$ cat src/rtl/axi_master.sv
// Purpose : turns one command (addr, len, write) into a single AXI4 INCR burst of 32-bit beats.
// Latency : cmd accepted in IDLE; done pulses 1 cycle after the final B or R handshake.
// Backpr. : cmd_ready only in IDLE; write data follows wready; read data has no backpressure (rready=1 in R).
//
// Ports:
//   aclk, areset_n                 clock, asynchronous active-low reset
//   cmd_*                          command in (beats = cmd_len+1)
//   wd_valid/wd_ready/wd_data      write-data stream in, passed through to W
//   rd_valid/rd_data/rd_last       read-data stream out, no backpressure
//   done/done_resp/done_err        one-cycle end-of-transaction report
//   aw*/w*/b*/ar*/r*               AXI master channels
// DATA_W must be 32: awsize/arsize are fixed at 4 bytes per beat.
module axi_master #(
  parameter int ADDR_W = 32,
  parameter int DATA_W = 32
) (
  input  logic              aclk,
  input  logic              areset_n,
  // command channel
  input  logic              cmd_valid,
  output logic              cmd_ready,
  input  logic              cmd_write,
  input  logic [ADDR_W-1:0] cmd_addr,
  input  logic [7:0]        cmd_len,
  // write-data stream
  input  logic              wd_valid,
  output logic              wd_ready,
  input  logic [DATA_W-1:0] wd_data,
  // read-data stream
  output logic              rd_valid,
  output logic [DATA_W-1:0] rd_data,
  output logic              rd_last,
  // completion report
  output logic              done,
  output logic [1:0]        done_resp,
  output logic              done_err,
  // AXI write address
  output logic [ADDR_W-1:0] awaddr,
  output logic [7:0]        awlen,
  output logic [2:0]        awsize,
  output logic [1:0]        awburst,
  output logic              awvalid,
  input  logic              awready,
  // AXI write data
  output logic [DATA_W-1:0] wdata,
  output logic              wlast,
  output logic              wvalid,
  input  logic              wready,
  // AXI write response
  input  logic [1:0]        bresp,
  input  logic              bvalid,
  output logic              bready,
  // AXI read address
  output logic [ADDR_W-1:0] araddr,
  output logic [7:0]        arlen,
  output logic [2:0]        arsize,
  output logic [1:0]        arburst,
  output logic              arvalid,
  input  logic              arready,
  // AXI read data
  input  logic [DATA_W-1:0] rdata,
  input  logic [1:0]        rresp,
  input  logic              rlast,
  input  logic              rvalid,
  output logic              rready
);

  typedef enum logic [2:0] {
    IDLE = 3'd0,
    AW   = 3'd1,
    W    = 3'd2,
    B    = 3'd3,
    AR   = 3'd4,
    R    = 3'd5
  } state_t;

  state_t            state;
  logic [ADDR_W-1:0] addr_q;
  logic [7:0]        len_q;
  logic [7:0]        beat_cnt;
  logic [1:0]        resp_acc;   // largest rresp seen so far in the read burst
  logic              err_acc;    // any rlast disagreement so far in the read burst

  logic       last_beat;
  logic       w_hs;
  logic       r_hs;
  logic [1:0] resp_max;
  logic       rlast_bad;

  assign last_beat = (beat_cnt == len_q);
  assign w_hs      = (state == W) && wd_valid && wready;
  assign r_hs      = (state == R) && rvalid;             // rready is 1 throughout R
  assign resp_max  = (rresp > resp_acc) ? rresp : resp_acc;
  // The burst length is owned by the counter; rlast is only cross-checked.
  assign rlast_bad = (rlast != last_beat);

  // The write flag is not kept separately: it is encoded by the AW/AR branch taken.
  always_ff @(posedge aclk or negedge areset_n) begin
    if (!areset_n) begin
      state     <= IDLE;
      addr_q    <= '0;
      len_q     <= '0;
      beat_cnt  <= '0;
      resp_acc  <= '0;
      err_acc   <= 1'b0;
      done      <= 1'b0;
      done_resp <= '0;
      done_err  <= 1'b0;
    end else begin
      done      <= 1'b0;
      done_resp <= '0;
      done_err  <= 1'b0;
      case (state)
        IDLE: begin
          if (cmd_valid) begin
            addr_q <= cmd_addr;
            len_q  <= cmd_len;
            state  <= cmd_write ? AW : AR;
          end
        end
        AW: begin
          if (awready) begin
            beat_cnt <= '0;
            state    <= W;
          end
        end
        W: begin
          if (w_hs) begin
            // Wraps only on the final beat of a 256-beat burst, after which it is unused.
            beat_cnt <= beat_cnt + 8'd1;
            if (last_beat) state <= B;
          end
        end
        B: begin
          if (bvalid) begin
            done      <= 1'b1;
            done_resp <= bresp;
            state     <= IDLE;
          end
        end
        AR: begin
          if (arready) begin
            beat_cnt <= '0;
            resp_acc <= '0;
            err_acc  <= 1'b0;
            state    <= R;
          end
        end
        R: begin
          if (r_hs) begin
            beat_cnt <= beat_cnt + 8'd1;
            resp_acc <= resp_max;
            err_acc  <= err_acc | rlast_bad;
            if (last_beat) begin
              // Fold in the final beat directly rather than waiting for the accumulators.
              done      <= 1'b1;
              done_resp <= resp_max;
              done_err  <= err_acc | rlast_bad;
              state     <= IDLE;
            end
          end
        end
        default: state <= IDLE;
      endcase
    end
  end

  // State is already IDLE while reset is held, so cmd_ready is masked to keep it low then.
  assign cmd_ready = areset_n && (state == IDLE);

  assign awaddr  = addr_q;
  assign awlen   = len_q;
  assign awsize  = 3'b010;
  assign awburst = 2'b01;
  assign awvalid = (state == AW);

  assign araddr  = addr_q;
  assign arlen   = len_q;
  assign arsize  = 3'b010;
  assign arburst = 2'b01;
  assign arvalid = (state == AR);

  assign wvalid   = (state == W) && wd_valid;
  assign wd_ready = (state == W) && wready;
  assign wdata    = (state == W) ? wd_data : '0;
  assign wlast    = (state == W) && last_beat;

  assign bready = (state == B);
  assign rready = (state == R);

  assign rd_valid = (state == R) && rvalid;
  assign rd_data  = (state == R) ? rdata : '0;
  assign rd_last  = rd_valid && last_beat;

endmodule

$ cat config.mk
export PLATFORM = sky130hd
export DESIGN_NAME = axi_master
export DESIGN_NICKNAME = d
export VERILOG_FILES = /design/src/rtl/axi_master.sv
export SDC_FILE = /design/constraint.sdc
export NUM_CORES = 1
export LEC_CHECK = 0
export CAP_MARGIN = 20
export CORE_AREA = 2 2 110 112
export DETAILED_ROUTE_END_ITERATION = 6
export DIE_AREA = 0 0 112 114
export GPL_ROUTABILITY_DRIVEN = 0
export PLACE_DENSITY_LB_ADDON = 0.12
export SYNTH_ARGS = -nofsm -noshare
export SYNTH_HDL_FRONTEND = slang
export SYNTH_SLANG_ARGS = --single-unit
export TNS_END_PERCENT = 100
$ cat constraint.sdc
create_clock -name aclk -period 2.1 [get_ports aclk]
set_clock_uncertainty 0.15 [all_clocks]
set_input_delay 0.21 -clock aclk [delete_from_list [all_inputs] [get_ports aclk]]
set_output_delay 0.21 -clock aclk [all_outputs]
set_load 0.02 [all_outputs]
**After elaboration in Yosys (flattened, before gate mapping)**

Index checks and enable logic that the tools add are counted.

- Bits in registers: 58
- Input port bits: 119
- Output and inout port bits: 168
- Word-level logic and storage cells: 76

- $add $sub $neg: 1
- Order comparisons: 1
- Eq/ne operators: 15
- Mux-type cells: 35
- Bitwise logic cells: 1
- Reductions and logical operators: 14

Operators by type and width:

| kind | count |
|---|---|
| 32-bit two-way mux | 2 |
| 8-bit two-way mux | 4 |
| 8-bit one-hot mux with 4 select lines | 1 |
| 3-bit two-way mux | 9 |
| 3-bit one-hot mux with 6 select lines | 1 |
| 2-bit two-way mux | 6 |
| 2-bit != test (second input constant) | 5 |
| 8-bit by 1-bit adder with 8-bit output (second input constant) | 1 |
| 8-bit equality test | 1 |
| 1-bit two-way mux | 8 |
| 2-bit one-hot mux with 2 select lines | 2 |
| 8-bit AND reduction | 1 |
| 1-bit logical AND | 7 |
| 3-bit by 2-bit equality test with 1-bit output (second input constant) | 2 |
| 3-bit equality test (second input constant) | 2 |
| 2-bit by 1-bit != test with 1-bit output (second input constant) | 3 |
| 5-bit AND reduction | 1 |
| 1-bit one-hot mux with 2 select lines | 2 |
| 4-bit nonzero test | 1 |
| 3-bit by 1-bit equality test with 1-bit output (second input constant) | 1 |
| 3-bit zero test | 1 |
| 3-bit AND reduction | 1 |
| 2-bit greater-than comparator | 1 |
| 2-bit AND reduction | 1 |
| 3 further kinds | 3 |

**Depth between registers and ports, before layout**

- Depth after elaboration: 6
- Mapped depth: 7
- Depth with buffers taken out: 7

**Least setup slack after synthesis**

OpenSTA, ideal clock, no wires.

- Path type: register to output
- Start point: register len_q[7], in the netlist arlen[7]
- End point: output port rd_last
- Arrival time: 1.565 ns
- Required time: 1.740 ns
- Slack: 0.175 ns
- Cell stages (with the launch flop): 6
- Path buffers: 0
- Path through: dfrtp_1 -> xor2_1 -> nor4_2 -> nand3_1 -> or2_4 -> inv_1

- Word-level cells in the longest chain between the ends: 2

Ends and longest elaborated chain:

| what | RTL line | RTL |
|---|---|---|
| start: declaration | 79 | `logic [7:0] len_q;` |
| start signal: assignment | 117 | `len_q <= cmd_len;` |
| 8-bit equality test | 90 | `assign last_beat = (beat_cnt == len_q);` |
| 1-bit logical AND | 193 | `assign rd_last = rd_valid && last_beat;` |
| end: declaration | 32 | `output logic rd_last,` |

No other way between the ends.

**Worst setup path in the final report**

- Start point: register beat_cnt[0]
- End point: output port rd_last

- Word-level cells in the longest chain between the ends: 2

Ends and longest elaborated chain:

| what | RTL line | RTL |
|---|---|---|
| start: declaration | 80 | `logic [7:0] beat_cnt;` |
| start signal: assignment | 130 | `beat_cnt <= beat_cnt + 8'd1;` |
| start signal: assignment | 151 | `beat_cnt <= beat_cnt + 8'd1;` |
| 8-bit equality test | 90 |  |
| 1-bit logical AND | 193 |  |

No other way between the ends.

==> metrics <==
CP Class flop to primary output; Design Power around 8.4 mW; async set-or-reset flop fraction in the synthesized netlist 100%; First-pass DRT Iterations 4; latest clock arrival within the worst-skew pair approximately 0.32 ns; synthesis-stage register bit count just under 60; maximum vdd ir drop roughly 0.82 mV; switch share between 30 and 40%; Post-Syn Area around 3500 µm²; Via Count roughly 3500; Primary FF master, synth dfrtp_1; slowest stage delay, CP roughly 0.38 ns; post-route ant nets 0; core area roughly 12000 µm²; global-route wire length before repair 17900 µm; multi-input logic area approximately 1600 µm²; NumNets Final between 700 and 800; pwr dens approximately 1300 nW/µm²; final setup TNS -0.324 ns; Final Setup Violations 2; crit path DAT between 1.5 and 2 ns; minimum clock period about 2.3 ns; clk slew on worst S/H paths around 0.05 ns; Switch Pwr ~3.3 mW; grt total ovfl 0; Max clock buf depth 2; largest net degree at the start of global routing 59; Clock Tree Root clkbuf_16; sequential share of power 22.6%; RSZ-0062 raised after global routing yes; Crit. End Element primary output; met3 global-route usage 6.54%; clk sinks 58; Cell variety after synth 47; period utilisation layout 108%; crit path max fanout 2; vias in the first global route 3515; IO Port Bufs about 280; met1 Resource Use GR about 18%; Hold Slack about 0.32 ns; commonest non-fill, non-tap cell in the layout clkdlybuf4s50_1; Site Rows 40; post-route setup slack -0.167 ns; Post-synth EDFFs 0; # H-tree levels 3; Comb pwr share ~60%; register area about 1500 µm²; area of the die between 10000 and 15000 µm²; Cells after Synth about 350; Mean Syn Cell Area between 10 and 15 µm²; DRT Wirelength 12000 µm; Slew headroom about half; commonest non-fill, non-tap cells in the layout 201 x clkdlybuf4s50_1, 68 x and2_1, 59 x buf_2; Via density roughly 4.5; Ys Warns 0; internal power slightly above 5 mW; Inserted Clock Buffers 9; critical path launch point type flop; max-cap viol count 0; crit-path cells xor2_1, nor4_2, nand3_1, or2_4, inv_2, buf_6; outcome finished with violations; Fmax achieved roughly 440 MHz; final hold violations 0; initial antenna violation count 2; worst min path class input pin to flop; clock network power share 16.1%; initial core utilization 30.3%; Fill cells approximately 1100; area grow syn2layout 82.9%; drt drc 0; Pleak a little over 3 nW; GRT Overall Usage between 10% and 20%; Worst-Margin Slew about 0.73 ns; max-slew violation count 0; CP required around 1.7 ns; met2 Usage GRT 33.7%; sequential share of the synthesized area between 40 and 50%; 1st-iter DRT viols 104; failing checks setup timing; critical path's slowest cell dfrtp_1; Top Usage Layer GRT met2; die width 112 µm; I/O pin count ~290; Die Span Y 114 µm; share of layout cells above drive strength 1 29.6%; Post-DP HPWL 9490 µm; CTS tree yes; Routed wire per std cell roughly 15 µm
-- final timing paths --
check / from / to / slack [ns] / depth (start not counted)
max: beat_cnt[0]$_DFFE_PN0P_ / rd_last / -0.17 / 6
min: bresp[1] / done_resp[1]$_DFF_PN0_ / 0.32 / 3
max reg2reg: state[1]$_DFFE_PN0P_ / state[2]$_DFFE_PN0P_ / 0.08 / 8
min reg2reg: state[2]$_DFFE_PN0P_ / state[1]$_DFFE_PN0P_ / 0.32 / 1
max in group asynchronous: areset_n / araddr[15]$_DFFE_PN0P_ / 0.85 / 3
min in group asynchronous: areset_n / araddr[5]$_DFFE_PN0P_ / 0.49 / 3
-- logic make-up after synthesis --
logic type               Yosys count  share of synthesized area [%]
AO/OA/AOI/OAI                     32                           6.38
XOR/XNOR                           9                           2.22
adder cells (fa/ha/maj)            4                           1.41
buffers and inverters             76                           14.4
flip-flops                        58                           40.9
multiplexers                      41                           13.0
other                              2                          0.212
AND/OR/NAND/NOR                  129                           21.5
-- synth_stat cells (2+ instances only) --
| library cell | n | area share, % |
|---|---|---|
| and2_1 | 69 | 12 |
| dfrtp_1 | 58 | 41 |
| buf_4 | 55 | 12 |
| mux2_2 | 38 | 12 |
| nor2_1 | 13 | 1.4 |
| nand2_1 | 12 | 1.3 |
| o21ai_0 | 12 | 1.7 |
| xor2_1 | 9 | 2.2 |
| clkbuf_1 | 8 | 0.85 |
| inv_1 | 8 | 0.85 |
| nand3_1 | 7 | 0.99 |
| nand2b_1 | 5 | 0.88 |
| and3_1 | 4 | 0.70 |
| ha_1 | 4 | 1.4 |
| nor2b_1 | 4 | 0.70 |
| buf_2 | 3 | 0.42 |
| nor3_1 | 3 | 0.42 |
| o21ai_1 | 3 | 0.42 |
| o31ai_2 | 3 | 1.1 |
| a21oi_1 | 2 | 0.28 |
| buf_6 | 2 | 0.63 |
| conb_1 | 2 | 0.21 |
| mux2_1 | 2 | 0.63 |
| o211ai_1 | 2 | 0.42 |
-- sequential cells by signal, indices dropped and copies added (netlist names) --
register   flops
err_acc        1
resp_acc       2
araddr        32
done_resp      2
done           1
arlen          8
beat_cnt       8
state          3
done_err       1
-- power by group through the flow --
stage	combinational, mW	clock [mW]	sequential, mW
after CTS	5.25	1.39	1.90
after global routing	5.44	1.45	1.97
final	5.12	1.34	1.89
after global placement	5.15	0	1.89
after floorplan	2.44	0	2.38
after detailed placement	5.18	0	1.92
-- stage by stage --
stage	setup WS, ns	std cells	util, %	area, µm²
finish	-0.167	777	55.4	6490
global route	-0.258	777	55.4	6490
CTS	-0.198	770	57.7	6760
detailed placement	-0.318	752	54.4	6370
global placement	-0.277	752	54.4	6370
floorplan	0.175	359	-	3580
-- per-layer routing --
layer | up-vias | part of all wire (%)
li1 | 1658 | -
met3 | 18 | 9.2
met5 | - | 0
met2 | 178 | 54
met4 | 0 | 3.0
met1 | 1621 | 34
-- worst max-delay path, delay by kind of cell, from the launching register on --
| family | cells | cell delay, ns |
|---|---|---|
| XOR/XNOR | 1 | 0.17 |
| flip-flops | 1 | 0.38 |
| buffers and inverters | 2 | 0.15 |
| AND/OR/NAND/NOR | 3 | 0.88 |
-- repair_timing --
item | 4_1_cts | 5_1_grt
gates resized for setup | 217 | 87
cloned | 1 | 2
pin swaps | 3 | 7
endpoints found under the setup margin | 74 | 74
setup buffers | 2 | 3
hold buffers | 1 | 0
endpoints found under the hold margin | 58 | 0
-- area by class of cell --
cell class	instances	share of cell area, %
clock inverter	2	0.193
clock buffer	12	4.11
inverter	8	0.501
multi-input combinational	225	25.3
tap	147	2.83
timing repair buffer	323	44.6
antenna	2	0.0771
sequential	58	22.4
Note: power is estimated with default switching activity, not from simulation.
